==> src/rtl/arb_pkg.sv <==
// rtl/arb_pkg.sv - shared arbiter types, state encoding and one-hot check
package arb_pkg;

    // Default requester count shared by the arbiter, the grant holder and the bench
    localparam int ARB_N = 4;

    // Widest grant vector the one-hot helper accepts
    localparam int ARB_MAX_N = 32;

    localparam logic [ARB_MAX_N-1:0] ARB_ONE = {{(ARB_MAX_N-1){1'b0}}, 1'b1};

    // Ownership life cycle of the grant holder
    typedef enum logic [1:0] {
        ST_IDLE    = 2'd0,
        ST_GRANT   = 2'd1,
        ST_RELEASE = 2'd2
    } arb_state_t;

    // True when exactly one bit of v is set
    function automatic logic is_onehot(input logic [ARB_MAX_N-1:0] v);
        return (v != '0) && ((v & (v - ARB_ONE)) == '0);
    endfunction

endpackage

==> src/rtl/grant_watchdog.sv <==
// rtl/grant_watchdog.sv - idle-cycle watchdog for a held grant (GRANT_TIMEOUT_EN builds only)
`ifdef GRANT_TIMEOUT_EN
module grant_watchdog #(
    parameter int TIMEOUT = 16,
    localparam int W = $clog2(TIMEOUT + 1)
) (
    input  logic clk,
    input  logic rst,
    input  logic active_i,
    input  logic xfer_i,
    output logic expire_o
);

    logic [W-1:0] cnt_q;
    logic [W-1:0] cnt_d;

    // Count idle cycles while ownership is held; any beat or leaving GRANT restarts the count
    always_comb begin
        cnt_d = cnt_q;
        if (!active_i || xfer_i) begin
            cnt_d = '0;
        end else begin
            cnt_d = cnt_q + 1'b1;
        end
    end

    // Idle counter register
    always_ff @(posedge clk) begin
        if (rst) begin
            cnt_q <= '0;
        end else begin
            cnt_q <= cnt_d;
        end
    end

    // The TIMEOUT-th consecutive idle cycle in GRANT is the one that releases
    assign expire_o = active_i && !xfer_i && (cnt_q == W'(TIMEOUT - 1));

endmodule
`endif

==> src/rtl/grant_hold_ctrl.sv <==
// rtl/grant_hold_ctrl.sv - latches a one-hot arbiter grant and holds it for a burst; optional watchdog via GRANT_TIMEOUT_EN
module grant_hold_ctrl
    import arb_pkg::*;
#(
    parameter int N         = ARB_N,
    parameter int MAX_BEATS = 8,
    parameter int TIMEOUT   = 16,
    localparam int BW       = (MAX_BEATS > 1) ? $clog2(MAX_BEATS) : 1
) (
    input  logic          clk,
    input  logic          rst,
    input  logic [N-1:0]  req,
    input  logic [N-1:0]  arb_grant,
    input  logic          xfer,
    input  logic          last,
    output logic [N-1:0]  grant,
    output logic          busy,
    output logic [BW-1:0] beat_cnt,
    output logic          done,
    output logic          forced,
    output logic          err_onehot
);

    // Reject configurations the beat counter and watchdog cannot represent
    if (MAX_BEATS < 1 || TIMEOUT < 1 || N > ARB_MAX_N) begin : g_bad_cfg
        $error("grant_hold_ctrl: unsupported parameter set");
    end

    localparam logic [BW-1:0] LAST_BEAT = BW'(MAX_BEATS - 1);

    arb_state_t      state_q, state_d;
    logic [N-1:0]    grant_q, grant_d;
    logic [BW-1:0]   beat_q, beat_d;
    logic            done_q, done_d;
    logic            forced_q, forced_d;
    logic            err_q, err_d;

    logic [ARB_MAX_N-1:0] arb_grant_ext;
    logic                 owner_req;
    logic                 wd_expire;

    assign arb_grant_ext = ARB_MAX_N'(arb_grant);

    // The held grant is the owner, so masking req with it selects req[owner]
    assign owner_req = |(req & grant_q);

`ifdef GRANT_TIMEOUT_EN
    grant_watchdog #(
        .TIMEOUT (TIMEOUT)
    ) u_watchdog (
        .clk      (clk),
        .rst      (rst),
        .active_i (state_q == ST_GRANT),
        .xfer_i   (xfer),
        .expire_o (wd_expire)
    );
`else
    assign wd_expire = 1'b0;
`endif

    // Next-state and release decisions; release causes are checked in priority order
    always_comb begin
        state_d  = state_q;
        grant_d  = grant_q;
        beat_d   = beat_q;
        done_d   = 1'b0;
        forced_d = 1'b0;
        err_d    = err_q;
        case (state_q)
            ST_IDLE: begin
                if (arb_grant != '0) begin
                    if (is_onehot(arb_grant_ext)) begin
                        grant_d = arb_grant;
                        beat_d  = '0;
                        state_d = ST_GRANT;
                    end else begin
                        err_d = 1'b1;
                    end
                end
            end
            ST_GRANT: begin
                if (xfer && last) begin
                    done_d  = 1'b1;
                    grant_d = '0;
                    state_d = ST_RELEASE;
                end else if (xfer && (beat_q == LAST_BEAT)) begin
                    forced_d = 1'b1;
                    grant_d  = '0;
                    state_d  = ST_RELEASE;
                end else if (!xfer && !owner_req) begin
                    forced_d = 1'b1;
                    grant_d  = '0;
                    state_d  = ST_RELEASE;
                end else if (wd_expire) begin
                    forced_d = 1'b1;
                    grant_d  = '0;
                    state_d  = ST_RELEASE;
                end else if (xfer) begin
                    beat_d = beat_q + 1'b1;
                end
            end
            ST_RELEASE: begin
                state_d = ST_IDLE;
            end
            default: begin
                state_d = ST_IDLE;
                grant_d = '0;
            end
        endcase
    end

    // State, held grant, beat counter, completion pulses and sticky error
    always_ff @(posedge clk) begin
        if (rst) begin
            state_q  <= ST_IDLE;
            grant_q  <= '0;
            beat_q   <= '0;
            done_q   <= 1'b0;
            forced_q <= 1'b0;
            err_q    <= 1'b0;
        end else begin
            state_q  <= state_d;
            grant_q  <= grant_d;
            beat_q   <= beat_d;
            done_q   <= done_d;
            forced_q <= forced_d;
            err_q    <= err_d;
        end
    end

    assign grant      = grant_q;
    assign busy       = (state_q == ST_GRANT);
    assign beat_cnt   = beat_q;
    assign done       = done_q;
    assign forced     = forced_q;
    assign err_onehot = err_q;

endmodule
==> config.mk <==
export PLATFORM = sky130hd
export DESIGN_NAME = grant_hold_ctrl
export DESIGN_NICKNAME = d
export VERILOG_FILES = /design/src/rtl/arb_pkg.sv /design/src/rtl/grant_watchdog.sv /design/src/rtl/grant_hold_ctrl.sv
export SDC_FILE = /design/constraint.sdc
export NUM_CORES = 1
export LEC_CHECK = 0
export CAP_MARGIN = 20
export CORE_AREA = 10 10 51 53
export CTS_CLUSTER_DIAMETER = 150
export DETAILED_ROUTE_END_ITERATION = 12
export DIE_AREA = 0 0 61 63
export GPL_ROUTABILITY_DRIVEN = 0
export HOLD_SLACK_MARGIN = 0.03
export PLACE_DENSITY = 0.85
export SYNTH_ARGS = -nofsm -noshare
export SYNTH_HDL_FRONTEND = slang
export SYNTH_HIERARCHICAL = 1
export SYNTH_SLANG_ARGS = --single-unit
==> constraint.sdc <==
create_clock -name clk -period 2.2 [get_ports clk]
set_input_delay 0.22 -clock clk [delete_from_list [all_inputs] [get_ports clk]]
set_output_delay 0.22 -clock clk [all_outputs]
set_load 0.02 [all_outputs]
[Word-level counts from Yosys, hierarchy flattened]
Index checks and enable logic that the tools add are counted.
Word-level totals
  register bits after elaboration: 12
  input bits: 12
  output and inout bits: 11
  word-level logic and storage cells: 63
Operators by class
  add/subtract/negate cells: 2
  eq/ne operators: 10
  muxes and demuxes: 22
  bitwise gates (word level): 5
  reductions and logical operators: 18
Operators by type and width (count)
  AND 4 x 32 -> 32 bit: 1
  zero test 32 bit: 1
  nonzero test 32 bit: 1
  2-to-1 mux 4 bit: 5
  2-to-1 mux 3 bit: 6
  != test 2 bit (second input constant): 6
  case mux 4 bit (3 select lines): 1
  2-to-1 mux 2 bit: 5
  AND reduction 7 bit: 1
  case mux 3 bit (2 select lines): 1
  AND reduction 3 bit: 2
  subtractor 4 x 1 -> 5 bit (second input constant): 1
  AND 4 bit: 1
  logical AND 1 bit: 4
  != test 4 x 1 -> 1 bit (second input constant): 1
  case mux 2 bit (2 select lines): 1
  AND reduction 4 bit: 1
  nonzero test 4 bit: 1
  OR reduction 4 bit: 1
  adder 3 x 1 -> 3 bit (second input constant): 1
  == test 3 bit (second input constant): 1
  2-to-1 mux 1 bit: 3
  inverter 1 bit: 3
  OR reduction 3 bit: 1
  6 further kinds: 7

[Longest topological paths before layout]
Gate-level depths: netlist of run 1.
  depth after elaboration: 8
  mapped depth: 6

[Worst setup path before layout of run 1]
No wires, ideal clock.
  kind: reg-to-reg
  from: register beat_q[0] (netlist: beat_cnt[0])
  to: register grant_q[2] (netlist: grant[2])
  setup time: 0.072 ns
  arrival time: 1.669 ns
  required time: 2.128 ns
  path slack: 0.460 ns
  stages on the path, launching flop included: 7
  path buffers: 0
  clock period less this slack: 1.740 ns
  path through: dfxtp_1 -> ha_1 -> ha_1 -> nor2_1 -> o21ai_0 -> or4b_1 -> mux2i_1
Between the ends
  word-level cells in the longest chain between the ends: 5
RTL lines
  start, declared: line grant_hold_ctrl.sv:33  | logic [BW-1:0] beat_q, beat_d;
  start signal, assigned: line grant_hold_ctrl.sv:124  | beat_q <= beat_d;
  == test 3 bit (*): line grant_hold_ctrl.sv:86  | end else if (xfer && (beat_q == LAST_BEAT)) begin
  logical AND 1 bit (*): line grant_hold_ctrl.sv:86
  2-to-1 mux 4 bit: line grant_hold_ctrl.sv:86
  2-to-1 mux 4 bit: line grant_hold_ctrl.sv:82  | if (xfer && last) begin
  case mux 4 bit (3 select lines): line grant_hold_ctrl.sv:69  | case (state_q)
  end signal, assigned: line grant_hold_ctrl.sv:123  | grant_q <= grant_d;
  end, declared: line grant_hold_ctrl.sv:32  | logic [N-1:0] grant_q, grant_d;
Every way passes the cells marked *; elsewhere a longest branch is shown, timed or not.
A chain may end at the register's enable or synchronous reset.

[Final worst setup path of run 1]
Ends and elaborated chain as after synthesis.

==> reports/qor.txt, run 1 <==
cell types occupying the most area after synthesis: sky130_fd_sc_hd__dfxtp_1, sky130_fd_sc_hd__or4b_1, sky130_fd_sc_hd__nand2_1
quantity of gates resized following cts: 0
max cap viols: 0
overall track demand over capacity in global routing: 9.20%
total negative setup slack: 0 ps
Worst setup startpoint: beat_cnt[0]$_SDFFE_PP0P_
min cycle time layout: 1850 ps
leakage component of the power: 0.352 nW
TritonCTS Buffers: 3
Setup Slack @ Placement: 316 ps
final HPWL from detailed placement: 1380 µm
DRC violation count after routing: 0
worst path setup slack after routing: 347 ps
setup slack, reg-to-reg: 350 ps
ANT nets after route: 0
share of the clock period used by the worst path after layout: 84.2%
area leader, netlist: sky130_fd_sc_hd__dfxtp_1
count of unique library cells instantiated by Yosys: 33
worst r2r dst: grant[2]$_SDFFE_PP0P_
power per cell area: 548 mW/mm²
gr ovfl total: 0
count of final hold-check violations: 0
number of iterations in the first detailed-routing pass: 4
final setup vio count: 0
number of instances in the synthesized netlist: 82
die height: 63 µm
pin count of the biggest net entering global routing: 10
buffers inserted by post-CTS timing repair: 0
Clock Sink Count: 12
worst supply voltage drop on vdd: 0.324 mV
Critical Path Fanout Max: 4
Hold Crit Class: reg -> reg
Worst path slowest cell: sky130_fd_sc_hd__or4b_1
die span in x: 61 µm
number of hold-repair buffers added at the cts stage: 0
setup repair after global routing missed its margin: no
net count reported at finish: 119
crit path kind: reg -> reg
run status: completed
ratio of cells with drive above 1 in the final layout: 3.88%
TritonCTS clock tree: built
wire length of the first global-routing pass: 2920 µm
level count of the clock H-tree: 1
Die ar.: 0.00384 mm²
sequential cell area fraction in the yosys report: 35.1%
type of origin of the critical path: register
antenna violations before repair: 0
syn_nets: 96
total routed wirelength: 1720 µm
io pins: 23
Clk pin slew, worst setup/hold paths: 70 ps
max frequency: 540 MHz
element type at the critical path end: register
Crit path required time: 2400 ps
arrival time of data at the critical path endpoint: 2050 ps
Final Max Tran Viols: 0
worst clock skew: 4.00 ps
Register-to-Register Path Depth: 6
number of vias in the routed layout: 689
Crit Reg-Reg Startpoint: beat_cnt[0]$_SDFFE_PP0P_
layout overhead on the synthesized area: 36.6%
via count of the first global-routing pass: 701
sequence of cells on the critical path: ha_1 -> ha_1 -> nor2_1 -> o21ai_0 -> or4b_1 -> mux2i_1
count of port buffers added during placement: 22
number of vias per cell after detailed routing: 5.74
number of warning messages in the yosys log: 6
area share of the largest cell type after synthesis: 35.1%
Clock Latency Late Sink: 260 ps
root cell of the clock tree: sky130_fd_sc_hd__clkbuf_4
number of placement rows: 15
violation count after the first detailed-route iteration: 13
mean instance size in the synthesized netlist: 8.35 µm²
area inside the core boundary: 0.00165 mm²
slew of the pin with the lowest slew margin: 456 ps
number of inserted diodes: 0
cell area after synthesis: 684 µm²
maximum single-stage delay on the critical path: 500 ps
end point of the critical path: grant[2]$_SDFFE_PP0P_
total of flip-flops plus latches after synthesis: 12
drt wl/cell: 14.3 µm
library cell appearing most often on the critical path: sky130_fd_sc_hd__ha_1
relative slew slack: 69.6%
Initial Util: 41.4%
number of buffers between clock root and the deepest sink: 2
==> cell families after synthesis <==
family / share of synthesized area (%)
compound gates: 19.7
xor+xnor: 2.56
fa+ha+maj: 5.12
buf+inv: 5.85
flops: 35.1
mux: 4.39
simple gates: 27.2
==> registers in the layout, summed over array words and instances, names as in the netlist <==
name        count
state_q         2
beat_cnt        3
err_onehot      1
forced          1
grant           4
done            1
==> how the worst min path moves through the flow <==
| stage | startpoint | endpoint | slack [ps] | cells past startpoint |
|---|---|---|---|---|
| 3_3_place_gp | err_onehot$_SDFFE_PP0P_ | err_onehot$_SDFFE_PP0P_ | 440 | 2 |
| 4_1_cts | err_onehot$_SDFFE_PP0P_ | err_onehot$_SDFFE_PP0P_ | 450 | 2 |
| 2_1_floorplan | rst | err_onehot$_SDFFE_PP0P_ | 290 | 1 |
| 3_5_place_dp | err_onehot$_SDFFE_PP0P_ | err_onehot$_SDFFE_PP0P_ | 440 | 2 |
| 5_1_grt | err_onehot$_SDFFE_PP0P_ | err_onehot$_SDFFE_PP0P_ | 510 | 2 |
| 6_report | err_onehot$_SDFFE_PP0P_ | err_onehot$_SDFFE_PP0P_ | 450 | 2 |
==> synthesized netlist by cell type <==
| library cell | instances |
|---|---|
| sky130_fd_sc_hd__dfxtp_1 | 12 |
| sky130_fd_sc_hd__nand2_1 | 9 |
| sky130_fd_sc_hd__nor2_1 | 9 |
| sky130_fd_sc_hd__inv_1 | 5 |
| sky130_fd_sc_hd__o21ai_0 | 4 |
| sky130_fd_sc_hd__or4b_1 | 4 |
| sky130_fd_sc_hd__clkbuf_1 | 3 |
| sky130_fd_sc_hd__mux2i_1 | 3 |
| sky130_fd_sc_hd__a2111oi_0 | 2 |
| sky130_fd_sc_hd__a21oi_1 | 2 |
| sky130_fd_sc_hd__buf_2 | 2 |
| sky130_fd_sc_hd__ha_1 | 2 |
| sky130_fd_sc_hd__nor3b_1 | 2 |
| sky130_fd_sc_hd__nor4_1 | 2 |
| sky130_fd_sc_hd__o211ai_1 | 2 |
| sky130_fd_sc_hd__o2bb2ai_1 | 2 |
| sky130_fd_sc_hd__a211oi_1 | 1 |
| sky130_fd_sc_hd__a21boi_0 | 1 |
| sky130_fd_sc_hd__a222oi_1 | 1 |
| sky130_fd_sc_hd__a22oi_1 | 1 |
| sky130_fd_sc_hd__and3_1 | 1 |
| sky130_fd_sc_hd__maj3_1 | 1 |
| sky130_fd_sc_hd__nand4_1 | 1 |
| sky130_fd_sc_hd__nand4b_1 | 1 |
| sky130_fd_sc_hd__nor2b_1 | 1 |
| sky130_fd_sc_hd__nor4b_1 | 1 |
| sky130_fd_sc_hd__o21ai_1 | 1 |
| sky130_fd_sc_hd__o311a_1 | 1 |
| sky130_fd_sc_hd__o31ai_1 | 1 |
| sky130_fd_sc_hd__or3_1 | 1 |
| sky130_fd_sc_hd__or3b_1 | 1 |
| sky130_fd_sc_hd__xnor2_1 | 1 |
| sky130_fd_sc_hd__xor2_1 | 1 |
==> placed cells by master, fill, tap and decap left out, drive strengths merged, types with 2 or more instances in the layout <==
cell           count
dfxtp             12
o21ai              5
nor3b              2
or4b               4
ha                 2
nor4               2
o211ai             2
mux2i              3
nor2               9
o2bb2ai            2
clkbuf             3
a2111oi            2
clkdlybuf4s50     22
nand2              9
inv                5
a21oi              2
==> per-layer routing <==
layer | wire length [µm] | part of all wire [%] | global-route usage, % | vias to the layer above
li1 | - | - | - | 348
met1 | 720 | 42 | 9.39 | 316
met2 | 782 | 46 | 14.9 | 23
met3 | 208 | 12 | 5.28 | 2
met4 | 6 | 0.35 | 3.30 | 0
met5 | 0 | 0 | 0 | -
==> cell type report <==
class | count | area, µm²
clock buffer | 3 | 22.5
fill | 161 | 717
inverter | 5 | 18.8
multi-input combinational | 60 | 404
sequential | 12 | 240
tap | 17 | 21.3
timing repair buffer | 23 | 228
==> worst max-delay path, delay by kind of cell, from the launching register on <==
kind	cells	cell delay [ps]
compound gates	1	200
simple gates	2	710
mux	1	130
fa+ha+maj	2	410
flops	1	330
==> power by group <==
| part | internal (mW) | leakage, nW | switching, mW |
|---|---|---|---|
| registers | 0.230 | 0.0980 | 0.0118 |
| clock network | 0.0631 | 0.0138 | 0.0655 |
| logic | 0.0714 | 0.240 | 0.0697 |
==> metrics by stage <==
stage,cells,cell area (µm²),power (mW),utilization (%),hold WS (ps)
2_1_floorplan,82,684,0.328,-,289
3_3_place_gp,117,912,0.385,55.2,437
3_5_place_dp,117,912,0.388,55.2,441
4_1_cts,120,935,0.517,56.6,455
5_1_grt,120,935,0.544,56.6,508
6_report,120,935,0.512,56.6,451
Power figures use the tool's default switching activity.
==> inputs of run 2 (changes only) <==
Clock period 2.2 ns to 1.8 ns, I/O delays scaled along.
==> run 2 against run 1 <==
Worst setup slack got worse by 270 ps. Via count increased by 7.7%. Flip-flop and latch count stayed put. Worst hold slack worse by 1.3 ps. Design area increased by 11%. Global-route usage rose by 0.46 points. Sequential power grew 22%. Combinational power rose by 38%. Clock power increased by 67%. Critical path depth unchanged. Core utilization grew 6.1 points. Clock skew is 4.4 ps higher. Critical path type unchanged. Largest power group unchanged. Highest routed layer unchanged.
==> reports/qor.txt, run 2 (synthesis gave the netlist of run 1 again) <==
number of placement rows: 15 (unchanged)
fin area: 0.00104 mm² (+11%)
Initial Util: 41.4% (unchanged)
number of vias per cell after detailed routing: 5.62 (-2.1%)
number of inserted diodes: 0 (unchanged)
min cycle time layout: 1720 ps (-135 ps)
io pins: 23 (unchanged)
met3 routed WL: 211 µm (+1.4%)
element type at the critical path end: register
layout overhead on the synthesized area: 51.4%
wire length of the first global-routing pass: 2970 µm (+1.7%)
arrival time of data at the critical path endpoint: 1920 ps (-130 ps)
Clock Sink Count: 12 (unchanged)
TritonCTS clock tree: built
Final Max Tran Viols: 0 (unchanged)
run status: completed
ANT nets after route: 0 (unchanged)
number of vias in the routed layout: 742 (+7.7%)
Crit Reg-Reg Startpoint: beat_cnt[0]$_SDFFE_PP0P_
Register-to-Register Path Depth: 6 (unchanged)
root cell of the clock tree: sky130_fd_sc_hd__clkbuf_4
Critical Path Fanout Max: 4 (unchanged)
net count reported at finish: 130 (+9.2%)
type of origin of the critical path: register
max FFs per register: 4 (unchanged)
Clock Latency Late Sink: 280 ps (+20 ps)
count of final hold-check violations: 0 (unchanged)
power per cell area: 680 mW/mm² (+24%)
level count of the clock H-tree: 1 (unchanged)
TritonCTS Buffers: 3 (unchanged)
sequence of cells on the critical path: ha_1 -> ha_1 -> nor2_2 -> o21ai_1 -> or4b_1 -> mux2i_1
number of buffers between clock root and the deepest sink: 2 (unchanged)
count of port buffers added during placement: 22 (unchanged)
max frequency: 582 MHz (+7.9%)
total power consumption of the routed design: 0.705 mW (+38%)
worst clock skew: 8.36 ps (+4.36 ps)
cell area after placement: 987 µm² (+8.2%)
leakage component of the power: 0.412 nW (+17%)
worst r2r dst: grant[2]$_SDFFE_PP0P_
most common cell after layout, fill and taps aside: sky130_fd_sc_hd__clkdlybuf4s50_1
die span in x: 61 µm (unchanged)
Setup Slack @ Placement: -13.6 ps (-329 ps)
Final Instance Count excl. Fillers: 132 (+10%)
Min-Delay Startpoint: err_onehot$_SDFFE_PP0P_
slew of the pin with the lowest slew margin: 533 ps (+77.1 ps)
total negative setup slack: 0 ps (unchanged)
maximum single-stage delay on the critical path: 470 ps (-30 ps)
worst supply voltage drop on vdd: 0.718 mV (+120%)
number of iterations in the first detailed-routing pass: 4 (unchanged)
drt wl/cell: 14.3 µm (about the same)
max cap viols: 0 (unchanged)
met2 wire len: 911 µm (+16%)
ratio of cells with drive above 1 in the final layout: 14.8% (+11 points)
Die ar.: 0.00384 mm² (unchanged)
pin count of the biggest net entering global routing: 9 (-1)
Clk pin slew, worst setup/hold paths: 80 ps (about the same)
Hold EP: err_onehot$_SDFFE_PP0P_
die height: 63 µm (unchanged)
final HPWL from detailed placement: 1500 µm (+9.2%)
fill cell count: 146 (-9.3%)
setup slack, reg-to-reg: 80 ps (-270 ps)
worst path setup slack after routing: 81.7 ps (-265 ps)
Hold Crit Class: reg -> reg
Crit path required time: 2000 ps (-400 ps)
share of the clock period used by the worst path after layout: 95.5% (+11 points)
setup repair after global routing missed its margin: no
overall track demand over capacity in global routing: 9.66% (+0.46 points)
commonest cells after routing, fill and taps aside: sky130_fd_sc_hd__clkdlybuf4s50_1, sky130_fd_sc_hd__dfxtp_1, sky130_fd_sc_hd__buf_4, sky130_fd_sc_hd__nand2_1, sky130_fd_sc_hd__nor2_1
final setup vio count: 0 (unchanged)
total routed wirelength: 1890 µm (+10%)
gr ovfl total: 0 (unchanged)
Worst path slowest cell: sky130_fd_sc_hd__or4b_1
antenna violations before repair: 0 (unchanged)
violation count after the first detailed-route iteration: 14 (+1)
library cell appearing most often on the critical path: sky130_fd_sc_hd__ha_1
number of cells after detailed placement: 127 (+8.5%)
relative slew slack: 64.5% (-5.1 points)
DRC violation count after routing: 0 (unchanged)
via count of the first global-routing pass: 738 (+5.3%)
crit path kind: reg -> reg
Highest Signal Layer: met4
Hold Path Stages: 2 (unchanged)
area inside the core boundary: 0.00165 mm² (unchanged)
wire length on met1: 738 µm (+2.5%)
## run 2: changes by cell type in the layout (fill, tap and decap cells not counted)
cell / previous run / this run
sky130_fd_sc_hd__buf_4: 1 / 12
sky130_fd_sc_hd__nor2_1: 9 / 8
sky130_fd_sc_hd__nor2_2: 0 / 1
sky130_fd_sc_hd__o21ai_0: 4 / 3
sky130_fd_sc_hd__o21ai_1: 1 / 2
sky130_fd_sc_hd__a2111oi_0: 2 / 0
sky130_fd_sc_hd__a2111oi_1: 0 / 2
sky130_fd_sc_hd__clkbuf_8: 0 / 1
## run 2: cell type report
cell class                      instances  area, µm²  area share (%)
Timing Repair Buffer                   34        310            30.0
Tap cell                               17       21.3            2.05
Clock buffer                            4       36.3            3.50
Sequential cell                        12        240            23.2
Multi-Input combinational cell         60        409            39.5
Inverter                                5       18.8            1.81
## run 2: how the worst max path moves through the flow
stage / start / endpoint / slack, ps / depth (start not counted)
global placement: beat_cnt[0]$_SDFFE_PP0P_ / grant[2]$_SDFFE_PP0P_ / 8 / 6
finish: beat_cnt[0]$_SDFFE_PP0P_ / grant[2]$_SDFFE_PP0P_ / 80 / 6
CTS: beat_cnt[0]$_SDFFE_PP0P_ / grant[2]$_SDFFE_PP0P_ / 6 / 6
detailed placement: beat_cnt[0]$_SDFFE_PP0P_ / grant[1]$_SDFFE_PP0P_ / -10 / 6
global route: beat_cnt[0]$_SDFFE_PP0P_ / grant[2]$_SDFFE_PP0P_ / 0.6 / 6
floorplan: beat_cnt[0]$_SDFFE_PP0P_ / grant[3]$_SDFFE_PP0P_ / 60 / 6
## run 2: timing repair
item / in CTS / in global routing
pin swaps: 0 / 0
endpoints found under the setup margin: 4 / 6
hold buffers: 0 / 0
setup buffers: 0 / 1
resized for setup: 1 / 3
## run 2: layer usage
layer  GRT usage [%]  up-vias
met5               0        -
met4            3.02        0
met3            6.50        4
met2            16.1       27
met1            9.15      343
li1                -      368
## run 2: power breakdown
| group | switching, mW | internal, mW |
|---|---|---|
| Sequential | 0.0141 | 0.281 |
| Clock | 0.0919 | 0.123 |
| Combinational | 0.0901 | 0.104 |
| Total | 0.196 | 0.509 |
## run 2: stage by stage
step	hold WS, ps	utilization, %
6_report	449	62.7
5_1_grt	497	62.7
4_1_cts	456	62.0
3_5_place_dp	442	59.8
3_3_place_gp	435	59.8
2_1_floorplan	249	-
## run 2: worst max-delay path: cells and delay by family (launching register included)
kind / cells / cell delay (ps)
simple gates: 2 / 620
fa+ha+maj: 2 / 400
flops: 1 / 330
mux: 1 / 150
compound gates: 1 / 140
